==> src/rtl/tpu_pkg.sv <==
// Constants and types shared by the instruction streamer and the control unit.
// Opcode and burst depth must match on both sides of the fetch port.
package tpu_pkg;

    localparam logic [7:0] OP_NO_OP       = 8'h00;
    localparam int         TPU_PROG_DEPTH = 10;

    typedef enum logic [1:0] {
        LOAD   = 2'd0,
        ARM    = 2'd1,
        STREAM = 2'd2,
        DONE   = 2'd3
    } stream_state_t;

endpackage

==> src/rtl/instr_buffer.sv <==
// Instruction byte storage: one synchronous write port, one combinational read port.
// No reset on the array; the loaded count qualifies which entries are meaningful.
module instr_buffer #(
    parameter int DEPTH  = 10,
    parameter int DATA_W = 8,
    parameter int AW     = (DEPTH > 1) ? $clog2(DEPTH) : 1
) (
    input  logic              clk,
    input  logic              wr_en,
    input  logic [AW-1:0]     wr_addr,
    input  logic [DATA_W-1:0] wr_data,
    input  logic [AW-1:0]     rd_addr,
    output logic [DATA_W-1:0] rd_data
);

    logic [DATA_W-1:0] mem [DEPTH];

    always_ff @(posedge clk) begin
        if (wr_en) begin
            mem[wr_addr] <= wr_data;
        end
    end

    // Addresses past the last entry read as zero rather than out of bounds.
    assign rd_data = ({1'b0, rd_addr} < (AW+1)'(DEPTH)) ? mem[rd_addr] : '0;

endmodule

==> src/rtl/instruction_streamer.sv <==
// Buffers a program from the host, then bursts it to the control unit's ui_in
// after a one-cycle fetch_ins strobe. One burst per reset.
module instruction_streamer
    import tpu_pkg::*;
#(
    parameter int PROG_DEPTH = TPU_PROG_DEPTH,
    parameter int DATA_W     = 8
) (
    input  logic                              clk,
    input  logic                              rst_n,
    input  logic                              wr_valid,
    input  logic [DATA_W-1:0]                 wr_data,
    output logic                              wr_ready,
    input  logic                              send,
    output logic                              fetch_ins,
    output logic [DATA_W-1:0]                 ui_out,
    output logic                              busy,
    output logic                              done,
    output logic [$clog2(PROG_DEPTH+1)-1:0]   count
);

    localparam int CW = $clog2(PROG_DEPTH + 1);
    localparam int AW = (PROG_DEPTH > 1) ? $clog2(PROG_DEPTH) : 1;
    localparam logic [CW-1:0] DEPTH_C = CW'(PROG_DEPTH);

    stream_state_t     state, next_state;
    logic [CW-1:0]     idx;
    logic [CW-1:0]     rd_idx;
    logic [DATA_W-1:0] rd_data;
    logic [DATA_W-1:0] byte_sel;
    logic [DATA_W-1:0] ui_next;
    logic              wr_en;

    instr_buffer #(
        .DEPTH  (PROG_DEPTH),
        .DATA_W (DATA_W),
        .AW     (AW)
    ) u_buf (
        .clk     (clk),
        .wr_en   (wr_en),
        .wr_addr (count[AW-1:0]),
        .wr_data (wr_data),
        .rd_addr (rd_idx[AW-1:0]),
        .rd_data (rd_data)
    );

    assign wr_ready = (state == LOAD) && (count < DEPTH_C);
    assign wr_en    = (state == LOAD) && wr_valid && wr_ready;

    // idx holds the next byte to present; ARM presents byte 0 directly.
    assign rd_idx   = (state == ARM) ? '0 : idx;
    assign byte_sel = (rd_idx < count) ? rd_data : DATA_W'(OP_NO_OP);

    always_comb begin
        next_state = state;
        ui_next    = DATA_W'(OP_NO_OP);
        case (state)
            LOAD: begin
                if (send) next_state = ARM;
            end
            ARM: begin
                ui_next    = byte_sel;
                next_state = STREAM;
            end
            STREAM: begin
                if (idx == DEPTH_C) begin
                    next_state = DONE;
                end else begin
                    ui_next = byte_sel;
                end
            end
            DONE: begin
                next_state = DONE;
            end
            default: next_state = LOAD;
        endcase
    end

    always_ff @(posedge clk or negedge rst_n) begin
        if (!rst_n) begin
            state <= LOAD;
        end else begin
            state <= next_state;
        end
    end

    always_ff @(posedge clk or negedge rst_n) begin
        if (!rst_n) begin
            count     <= '0;
            idx       <= '0;
            fetch_ins <= 1'b0;
            ui_out    <= '0;
            busy      <= 1'b0;
            done      <= 1'b0;
        end else begin
            if (wr_en) count <= count + 1'b1;
            if (state == ARM) begin
                idx <= CW'(1);
            end else if (state == STREAM && idx != DEPTH_C) begin
                idx <= idx + 1'b1;
            end
            fetch_ins <= (next_state == ARM);
            busy      <= (next_state == ARM) || (next_state == STREAM);
            done      <= (next_state == DONE);
            ui_out    <= ui_next;
        end
    end

endmodule
==> config.mk <==
export PLATFORM = sky130hd
export DESIGN_NAME = instruction_streamer
export DESIGN_NICKNAME = d
export VERILOG_FILES = /design/src/rtl/tpu_pkg.sv /design/src/rtl/instr_buffer.sv /design/src/rtl/instruction_streamer.sv
export SDC_FILE = /design/constraint.sdc
export NUM_CORES = 1
export LEC_CHECK = 0
export ABC_CLOCK_PERIOD_IN_PS = 3800
export BUFFER_PORTS_ARGS = -buffer_cell sky130_fd_sc_hd__buf_4
export CORE_MARGIN = 2
export CORE_UTILIZATION = 44
export CTS_BUF_LIST = sky130_fd_sc_hd__clkbuf_8
export DETAILED_ROUTE_END_ITERATION = 8
export PLACE_DENSITY = 0.58
export SLEW_MARGIN = 10
export SYNTH_ARGS = -nofsm -noshare
export SYNTH_HDL_FRONTEND = slang
export SYNTH_SLANG_ARGS = --single-unit
==> constraint.sdc <==
create_clock -name clk -period 3.8 [get_ports clk]
set_input_delay 0.19 -clock clk [delete_from_list [all_inputs] [get_ports clk]]
set_output_delay 0.19 -clock clk [all_outputs]
set_load 0.01 [all_outputs]
==> impl_metrics.toml <==
[placement]
place_hpwl_um = 6550
gp_congestion = 0.771
dp.cells = 453
post_dp_cell_area_sq_um = 4660
port-buffer-count = 27
pre_cts_slack_ps = 1060

[logic_synthesis]
synthArstFlopShare_pct = 20.8
syn-num-nets = 335
yosysUniqueCellTypes = 40
synthesis.area_sq_um = 4360
yosys_warnings = 0
synth_cells = 308
synth_edf_count = 80
ys_seq_area_share_pct = 67.2
avgSynthCellArea_sq_um = 14.1
ys_ff_latch = 101
synth_top_flop_cell = "edfxtp_1"

[floorplanning]
initial_core_util_pct = 45.0
core_sq_um = 9680
fp.dieH_um = 104
die_area_sq_um = 10700
rows = 36
io_pins = 28
die_w_um = 104

[status]
outcome = "finished, final reports clean"

[critical_path]
cp-start-kind = "register"
path_cells = "inv_1, ha_1, nor2b_1, ha_1, a21boi_2, o311a_4, a2111oi_2"
crit_type = "reg2reg"
critPathSlowestCell = "nor2b_1"
cpLargestDelayFamily = "compound AO/OA/AOI/OAI gates"
crit_required_ps = 4050
critPathMaxFanout = 9
arrival_ps = 2960
max_stage_delay_ps = 550
cpMostUsedCell = "ha_1"
path_buf_inv = 1
critPathCaptureType = "register"

[power_and_ir_drop]
power.density_nw_per_um2 = 387
peakVddDrop_uv = 156
p_leak_nw = 1.67
power.total_mw = 1.88

[global_route]
grt_pass1_vias = 2617
grt_usage_pct = 18.3
grt_max_degree = 34
antenna_found_initial = 0
grt_overflow = 0
grt_pass1_wl_um = 14800

[timing]
rsz0062_at_grt = "false"
min_period_over_period_pct = 71.5
fin_crit_ps = 2720
slew_violations = 0
setup_slack_ps = 1080
maxSlewHeadroom_pct = 53.8
hold-worst-slack_ps = 82.8
skew_ps = 12.1
setup_violations = 0
worst_pin_slew_ps = 693
hold_viol_final = 0
totalNegativeSetupSlack_ps = 0
max_freq_mhz = 368

[clock_network]
insertion_delay_ps = 370
cts-root-buf = "clkbuf_8"
post_cts_buffers = 0
clockBufferDepth = 2
clkTransAtPathRegs_ps = 110
cts.sinks = 101
numCtsBuffers = 9
cts_max_level = 3
cts_tree = "built"

[drt]
totalWireLength_um = 9350
drc_errors = 0
wl_per_cell_um = 19.9
drtAntennaViolNets = 0
routed_via_density = 5.49
first_pass_iters = 4
drt_iter0_drc = 177
vias = 2580

[layout]
area_growth_pct = 11.9
final_area_sq_um = 4870
final_common_cell = "edfxtp_1"
drive_gt1_share_pct = 17.8
fin_util_pct = 50.3
stdcell_count = 470
final_cell_mix = "edfxtp_1, buf_4, dfrtp_1"
nNetsFinal = 359
diodes = 0
fill_cells = 835

[hold_path]
min_path_type = "in2reg"

[run]
maxCapViolations = 0
==> layer usage <==
metal / share of wire (%) / vias up / GRT usage [%]
met2: 47 / 84 / 28.2
met3: 6.0 / 20 / 3.71
met5: 0 / - / 0
met1: 44 / 1265 / 25.4
met4: 2.9 / 0 / 7.63
li1: - / 1211 / -
==> flip-flops by register name, indices dropped and copies added (netlist names) <==
name	count
busy	1
count	4
done	1
fetch_ins	1
idx	4
state	2
u_buf.mem	80
ui_out	8
==> cells in the mapped netlist, drive strengths merged, types with 10 or more instances <==
cell	instances	area share [%]
edfxtp	80	55
nand2	17	1.5
nor2	15	1.3
clkbuf	11	0.95
a21oi	10	1.1
and2	11	1.6
o21ai	12	1.4
ha	15	4.3
nor2b	10	1.4
dfrtp	21	12
nor3	11	1.3
==> logic make-up after synthesis <==
kind of cell / after synthesis / share of synthesized area, %
flip-flops: 101 / 67.2
buffers and inverters: 26 / 2.73
AO/OA/AOI/OAI: 67 / 12.4
adder cells (fa/ha/maj): 15 / 4.31
XOR/XNOR: 4 / 0.804
multiplexers: 8 / 1.84
AND/OR/NAND/NOR: 87 / 10.7
==> power by group <==
group | total [mW] | switching (mW) | internal, mW
Sequential | 1.19 | 0 | 1.19
Combinational | 0.0272 | 0.0189 | 0.00825
Clock | 0.666 | 0.405 | 0.261
==> final cells by class <==
cell class / count / area, sq um / area share, %
Clock buffer: 9 / 124 / 2.54
Clock inverter: 7 / 78.8 / 1.62
Inverter: 8 / 30.0 / 0.616
Multi-Input combinational cell: 181 / 1310 / 26.9
Sequential cell: 101 / 2930 / 60.1
Tap cell: 133 / 166 / 3.41
Timing Repair Buffer: 31 / 235 / 4.83
==> what timing repair did <==
action,CTS,global route
hold buffers,1,0
hold endpoints to repair,21,0
gates resized for setup,0,0
==> final timing paths <==
kind / depth (start not counted) / slack [ps] / startpoint / end
hold reg to reg: 2 / 660 / u_buf.mem[9][7]$_DFFE_PP_ / ui_out[7]$_DFF_PN0_
setup reg to reg: 7 / 1080 / state[1]$_DFF_PN0_ / ui_out[2]$_DFF_PN0_
hold / removal: 1 / 80 / wr_data[6] / u_buf.mem[8][6]$_DFFE_PP_
setup / recovery: 7 / 1080 / state[1]$_DFF_PN0_ / ui_out[2]$_DFF_PN0_
max in group asynchronous: 2 / 3290 / rst_n / idx[0]$_DFFE_PN0P_
min in group asynchronous: 2 / 260 / rst_n / ui_out[3]$_DFF_PN0_
(Power assumes the default switching activity.)
